===== src/rtl/video_decimator.sv =====
// video_decimator: power-of-two horizontal/vertical video downscaler with factors latched per frame.
// Define DECIM_AVG_EN to replace horizontal pixel dropping with box averaging.
module video_decimator #(
    parameter int  DATA_WIDTH  = 24,
    parameter int  RGB_R_WIDTH = 8,
    parameter int  RGB_G_WIDTH = 8,
    parameter int  RGB_B_WIDTH = 8,
    parameter int  MAX_SHIFT   = 2,
    localparam int SW          = $clog2(MAX_SHIFT + 1)
) (
    input  logic                  clk,
    input  logic                  rst_n,
    input  logic                  frame_i_vs,
    input  logic                  frame_i_hs,
    input  logic                  frame_i_valid,
    input  logic [DATA_WIDTH-1:0] frame_i_data,
    input  logic [SW-1:0]         h_shift,
    input  logic [SW-1:0]         v_shift,
    output logic                  frame_o_vs,
    output logic                  frame_o_hs,
    output logic                  frame_o_valid,
    output logic [DATA_WIDTH-1:0] frame_o_data
);

    localparam logic [SW-1:0]        MAX_SH  = SW'(MAX_SHIFT);
    localparam logic [MAX_SHIFT-1:0] CNT_ONE = MAX_SHIFT'(1);

    logic                  r_vs_d1;
    logic                  r_de_d1;
    logic [SW-1:0]         r_hs_q;
    logic [SW-1:0]         r_vs_q;
    logic [MAX_SHIFT-1:0]  r_hcnt;
    logic [MAX_SHIFT-1:0]  r_vcnt;
    logic                  r_o_vs;
    logic                  r_o_hs;
    logic                  r_o_valid;
    logic [DATA_WIDTH-1:0] r_o_data;

    logic                  w_vs_rise;
    logic                  w_de_fall;
    logic [SW-1:0]         w_h_sat;
    logic [SW-1:0]         w_v_sat;
    logic [SW-1:0]         w_hs_eff;
    logic [SW-1:0]         w_vs_eff;
    logic [MAX_SHIFT-1:0]  w_hmask;
    logic [MAX_SHIFT-1:0]  w_vmask;
    logic [MAX_SHIFT-1:0]  w_hcnt_cur;
    logic [MAX_SHIFT-1:0]  w_vcnt_cur;
    logic [MAX_SHIFT-1:0]  w_hcnt_inc;
    logic [MAX_SHIFT-1:0]  w_vcnt_inc;
    logic                  w_grp_first;
    logic                  w_grp_last;
    logic                  w_line_kept;
    logic                  w_out_valid;
    logic [DATA_WIDTH-1:0] w_out_data;

    assign w_vs_rise = frame_i_vs & ~r_vs_d1;
    assign w_de_fall = ~frame_i_valid & r_de_d1;

    assign w_h_sat = (h_shift > MAX_SH) ? MAX_SH : h_shift;
    assign w_v_sat = (v_shift > MAX_SH) ? MAX_SH : v_shift;

    // A pixel arriving together with the vsync edge already belongs to the new
    // frame, so it sees the freshly latched factors and cleared counters.
    assign w_hs_eff   = w_vs_rise ? w_h_sat : r_hs_q;
    assign w_vs_eff   = w_vs_rise ? w_v_sat : r_vs_q;
    assign w_hcnt_cur = w_vs_rise ? '0 : r_hcnt;
    assign w_vcnt_cur = w_vs_rise ? '0 : r_vcnt;

    // Wrap value (1<<shift)-1 built bit by bit: bit gi is set when shift > gi.
    for (genvar gi = 0; gi < MAX_SHIFT; gi++) begin : g_mask
        assign w_hmask[gi] = (w_hs_eff > SW'(gi));
        assign w_vmask[gi] = (w_vs_eff > SW'(gi));
    end

    assign w_grp_first = (w_hcnt_cur == '0);
    assign w_grp_last  = (w_hcnt_cur == w_hmask);
    assign w_line_kept = (w_vcnt_cur == '0);
    assign w_hcnt_inc  = w_grp_last ? '0 : (w_hcnt_cur + CNT_ONE);
    assign w_vcnt_inc  = (w_vcnt_cur == w_vmask) ? '0 : (w_vcnt_cur + CNT_ONE);

`ifdef DECIM_AVG_EN
    logic [DATA_WIDTH-1:0] w_avg_data;

    for (genvar gi = 0; gi < 3; gi++) begin : g_ch
        localparam int CW  = (gi == 0) ? RGB_R_WIDTH :
                             (gi == 1) ? RGB_G_WIDTH : RGB_B_WIDTH;
        localparam int LSB = (gi == 0) ? (RGB_G_WIDTH + RGB_B_WIDTH) :
                             (gi == 1) ? RGB_B_WIDTH : 0;
        localparam int AW  = CW + MAX_SHIFT;

        logic [AW-1:0] r_acc;
        logic [AW-1:0] w_sum;
        logic [CW-1:0] w_pix;

        assign w_pix = frame_i_data[LSB +: CW];
        // First pixel of a group restarts the sum, so no separate reload cycle is needed.
        assign w_sum = (w_grp_first ? '0 : r_acc) + {{MAX_SHIFT{1'b0}}, w_pix};
        assign w_avg_data[LSB +: CW] = CW'(w_sum >> w_hs_eff);

        always_ff @(posedge clk or negedge rst_n) begin
            if (!rst_n) begin
                r_acc <= '0;
            end else if (w_de_fall) begin
                r_acc <= '0;
            end else if (frame_i_valid && w_line_kept) begin
                r_acc <= w_grp_last ? '0 : w_sum;
            end else if (w_vs_rise) begin
                r_acc <= '0;
            end
        end
    end

    assign w_out_valid = frame_i_valid & w_line_kept & w_grp_last;
    assign w_out_data  = w_avg_data;
`else
    assign w_out_valid = frame_i_valid & w_line_kept & w_grp_first;
    assign w_out_data  = frame_i_data;
`endif

    always_ff @(posedge clk or negedge rst_n) begin
        if (!rst_n) begin
            r_vs_d1   <= 1'b0;
            r_de_d1   <= 1'b0;
            r_hs_q    <= '0;
            r_vs_q    <= '0;
            r_hcnt    <= '0;
            r_vcnt    <= '0;
            r_o_vs    <= 1'b0;
            r_o_hs    <= 1'b0;
            r_o_valid <= 1'b0;
            r_o_data  <= '0;
        end else begin
            r_vs_d1 <= frame_i_vs;
            r_de_d1 <= frame_i_valid;

            if (w_vs_rise) begin
                r_hs_q <= w_h_sat;
                r_vs_q <= w_v_sat;
            end

            if (frame_i_valid) begin
                r_hcnt <= w_hcnt_inc;
            end else if (w_de_fall || w_vs_rise) begin
                r_hcnt <= '0;
            end

            // Frame start wins over a coincident line end so the first line is always kept.
            if (w_vs_rise) begin
                r_vcnt <= '0;
            end else if (w_de_fall) begin
                r_vcnt <= w_vcnt_inc;
            end

            r_o_vs    <= frame_i_vs;
            r_o_hs    <= frame_i_hs;
            r_o_valid <= w_out_valid;
            r_o_data  <= w_out_valid ? w_out_data : '0;
        end
    end

    assign frame_o_vs    = r_o_vs;
    assign frame_o_hs    = r_o_hs;
    assign frame_o_valid = r_o_valid;
    assign frame_o_data  = r_o_data;

endmodule

===== config.mk =====
export PLATFORM = sky130hd
export DESIGN_NAME = video_decimator
export DESIGN_NICKNAME = d
export VERILOG_FILES = /design/src/rtl/video_decimator.sv
export SDC_FILE = /design/constraint.sdc
export NUM_CORES = 1
export LEC_CHECK = 0
export ABC_CLOCK_PERIOD_IN_PS = 1700
export CORE_UTILIZATION = 35
export CTS_BUF_LIST = sky130_fd_sc_hd__clkbuf_4 sky130_fd_sc_hd__clkbuf_8 sky130_fd_sc_hd__clkbuf_16
export DETAILED_ROUTE_END_ITERATION = 7
export HOLD_SLACK_MARGIN = 0.05
export PLACE_DENSITY = 0.73
export SYNTH_ARGS = -nofsm -noshare
export SYNTH_HDL_FRONTEND = slang
export SYNTH_SLANG_ARGS = --single-unit

===== constraint.sdc =====
create_clock -name clk -period 1.7 [get_ports clk]
set_input_delay 0.51 -clock clk [delete_from_list [all_inputs] [get_ports clk]]
set_output_delay 0.51 -clock clk [all_outputs]
set_load 0.1 [all_outputs]

==> impl_results.md <==
* Cell Area, Synth at 1378 sq um
* Logic gate share of total power at 43.2%
* WP data arrival at 1750 ps
* FF-to-FF setup slack at 150 ps
* Chip height at 64.74 um
* LEAKAGE at 1.119 nW
* Share of layout cells above drive strength 1 at 26.37%
* FF+latch count, synth at 36
* Routed WL at 3.130 mm
* Stages on the worst setup path at 6
* CP delay by family, top: simple AND/OR/NAND/NOR gates
* Crit. End Element: flop
* Final Setup Violations at 0
* Yosys warning total at 0
* Post-route cell area at 2476 sq um
* Final #Nets at 216
* Clk sinks at 36
* Slew Limit Headroom at 78.79%
* Die W at 64.74 um
* Fin. max-slew vios at 0
* Clock latency on the worst-skew pair at 280 ps
* Syn Inst Count at 113
* Synth unique cells at 24
* Crit path time final at 1548 ps
* Clock-pin slew on the worst setup and hold paths at 70 ps
* Clock tree from TritonCTS: done
* TNS Setup at 0 ps
* Sw frac at 38.80%
* IO buf count at 59
* Diodes inserted at 0
* GRT Total Usage at 17.11%
* Seq pwr share at 33.8%
* Cell Area, Placed at 2366 sq um
* Reg2Reg Depth at 6
* Crit path from: frame_o_vs
* Clock buffer depth at 2
* Register area share after synthesis at 65.40%
* Synthesized Nets at 148
* Drt pass-1 iters at 4
* Clock root cell: clkbuf_8
* Top-level I/O count at 60
* First-pass GRT wire length at 5.181 mm
* Slowest CP cell: dfrtp_4
* Post-DP HPWL at 2.457 mm
* Post-Route Skew at 3.040 ps
* Final worst path period share at 91.04%
* Cells along the critical path: nand2b_4, nand2_4, ha_4, nand2_1, or3_1, o21ai_1
* Slew @ Worst Pin at 314.8 ps
* Num rows at 22
* Power per cell area at 1292 nW/um^2
* GPL Wtd Cong at 0.7816
* H-tree lvl count at 2
* Max frequency at 0.6462 GHz
* Iter 0 DRT Violations at 16
* Largest net degree at the start of global routing at 37
* Reg2reg start: frame_o_vs
* Slowest cell delay on critical path at 440 ps
* Setup crit end: r_vcnt[1]
* Wire length per cell at 13.61 um
* Crit Path Class: flop to flop
* Remaining DRCs at 0
* Portion of total power attributed to the clock network at 22.9%
* CP Launch Type: flop
* Initial antenna violation count at 0
* Internal power at 1.958 mW
* RSZ-0062 raised after global routing: false
* CP Max Fanout at 7
* DR vias at 1049
* GR Overflow Total at 0
* HP Class: flop to flop
* CTS buffer count at 5
* Max_cap viols at 0
* Peak VDD IR at 0.0005894 V
* Buf/Inv on CP at 0
* Die area at 4191 sq um
* Core box area at 3716 sq um
* Layout area overhead at 79.75%
* Via/cell ratio at 4.561
* Syn_area_per_cell at 12.19 sq um
* Routed Antenna Nets at 0
* Hold violation count in the final report at 0
* WP data required at 1910 ps
* Vias in the first global route at 1061
* Post-CTS setup buffers at 0
* Worst r2r dst: r_vcnt[1]
* Status: finished clean
* Switching power at 1.242 mW
* Starting Density at 37.07%
[kinds of logic after synthesis]
| kind of cell | synth area share (%) |
|---|---|
| buffers and inverters | 1.907 |
| XOR/XNOR | 2.544 |
| adder cells (fa/ha/maj) | 1.816 |
| AND/OR/NAND/NOR | 21.98 |
| flip-flops | 65.39 |
| multiplexers | 1.453 |
| AO/OA/AOI/OAI | 4.904 |
[how the worst min path moves through the flow]
stage | start | to | slack (ps) | cells past startpoint
after global routing | r_hs_q[0] | r_hs_q[0] | 520 | 2
final | r_hs_q[0] | r_hs_q[0] | 490 | 2
after floorplan | rst_n | frame_o_data[0] | 210 | 0
after global placement | r_hs_q[0] | r_hs_q[0] | 460 | 2
after CTS | r_hs_q[0] | r_hs_q[0] | 490 | 2
after detailed placement | r_hs_q[0] | r_hs_q[0] | 480 | 2
[metrics by stage]
stage,utilization (%),setup slack [ps],std cells,power [mW],hold WS [ps]
global route,66.63,58.45,230,3.318,524.2
finish,66.63,152.4,230,3.200,485.0
global placement,63.67,-267.9,222,2.455,461.2
CTS,66.63,151.1,230,3.236,490.3
floorplan,-,-81.94,113,1.917,214.4
detailed placement,63.67,-344.0,222,2.494,475.2
[power by group through the flow]
stage | registers (mW) | clock network (mW) | logic [mW]
final | 1.08 | 0.733 | 1.38
after global routing | 1.10 | 0.787 | 1.44
after CTS | 1.08 | 0.756 | 1.40
after detailed placement | 1.10 | 0 | 1.39
after global placement | 1.09 | 0 | 1.36
after floorplan | 1.68 | 0 | 0.234
[worst min-delay path: stages, from the launching register on]
cell     delay [ps]
dfrtp_1         340
nand2_1          40
o21ai_0          60
[routing by layer]
| metal | wire length [um] | up-vias | GRT usage (%) |
|---|---|---|---|
| li1 | - | 499 | - |
| met1 | 1250 | 505 | 18.55 |
| met2 | 1647 | 39 | 30.99 |
| met3 | 169 | 6 | 3.873 |
| met4 | 62 | 0 | 8.333 |
| met5 | 0 | - | 0 |
[Yosys cell counts]
cell,count,area (sq um)
o21ai_1,3,15.01
and2b_4,1,10.01
a21oi_1,1,5.000
nand3b_1,2,15.01
and3_1,1,6.260
nand2b_1,3,18.77
and2_1,24,150.1
o211ai_1,1,7.510
mux2i_1,2,20.02
xnor2_1,2,17.52
dfrtp_1,36,900.9
buf_6,1,11.26
nor4_1,1,6.260
ha_1,2,25.02
xor2_1,2,17.52
or3_1,1,6.260
nand2_1,13,48.80
o21ai_0,4,20.02
nor2_1,5,18.77
buf_2,3,15.01
o31ai_1,1,7.510
a31oi_1,2,12.51
nor4b_1,1,8.760
nand2b_4,1,13.76
[timing repair]
action                     in CTS  in global routing
setup endpoints to repair       1                  0
hold buffers                    0                  0
resized for setup               1                  0
[registers in the layout, indices dropped and copies added (netlist names), 2 cells and up]
register / count
r_hcnt: 2
frame_o_data: 24
r_vcnt: 2
r_hs_q: 2
r_vs_q: 2
[placed cells by master, fill, tap and decap left out, types with 2 or more instances in the layout]
master and instances:
dfrtp_1 35, clkdlybuf4s50_1 31, buf_12 28, and2_1 24, nand2_1 11, nor2_1 5
clkbuf_8 5, buf_4 5, o21ai_0 4, nand2b_1 3, o21ai_1 3, nand2_4 2
nand3b_1 2, mux2i_1 2, xnor2_1 2, xor2_1 2, a31oi_1 2
[cell type report]
class                      count  area [sq um]
sequential                    36         904.6
clock inverter                 2         35.03
tap                           48         60.06
multi-input combinational     73         483.0
timing repair buffer          65         917.1
fill                         279          1240
clock buffer                   6         76.32
No activity file was read; power rests on OpenSTA's default activity.
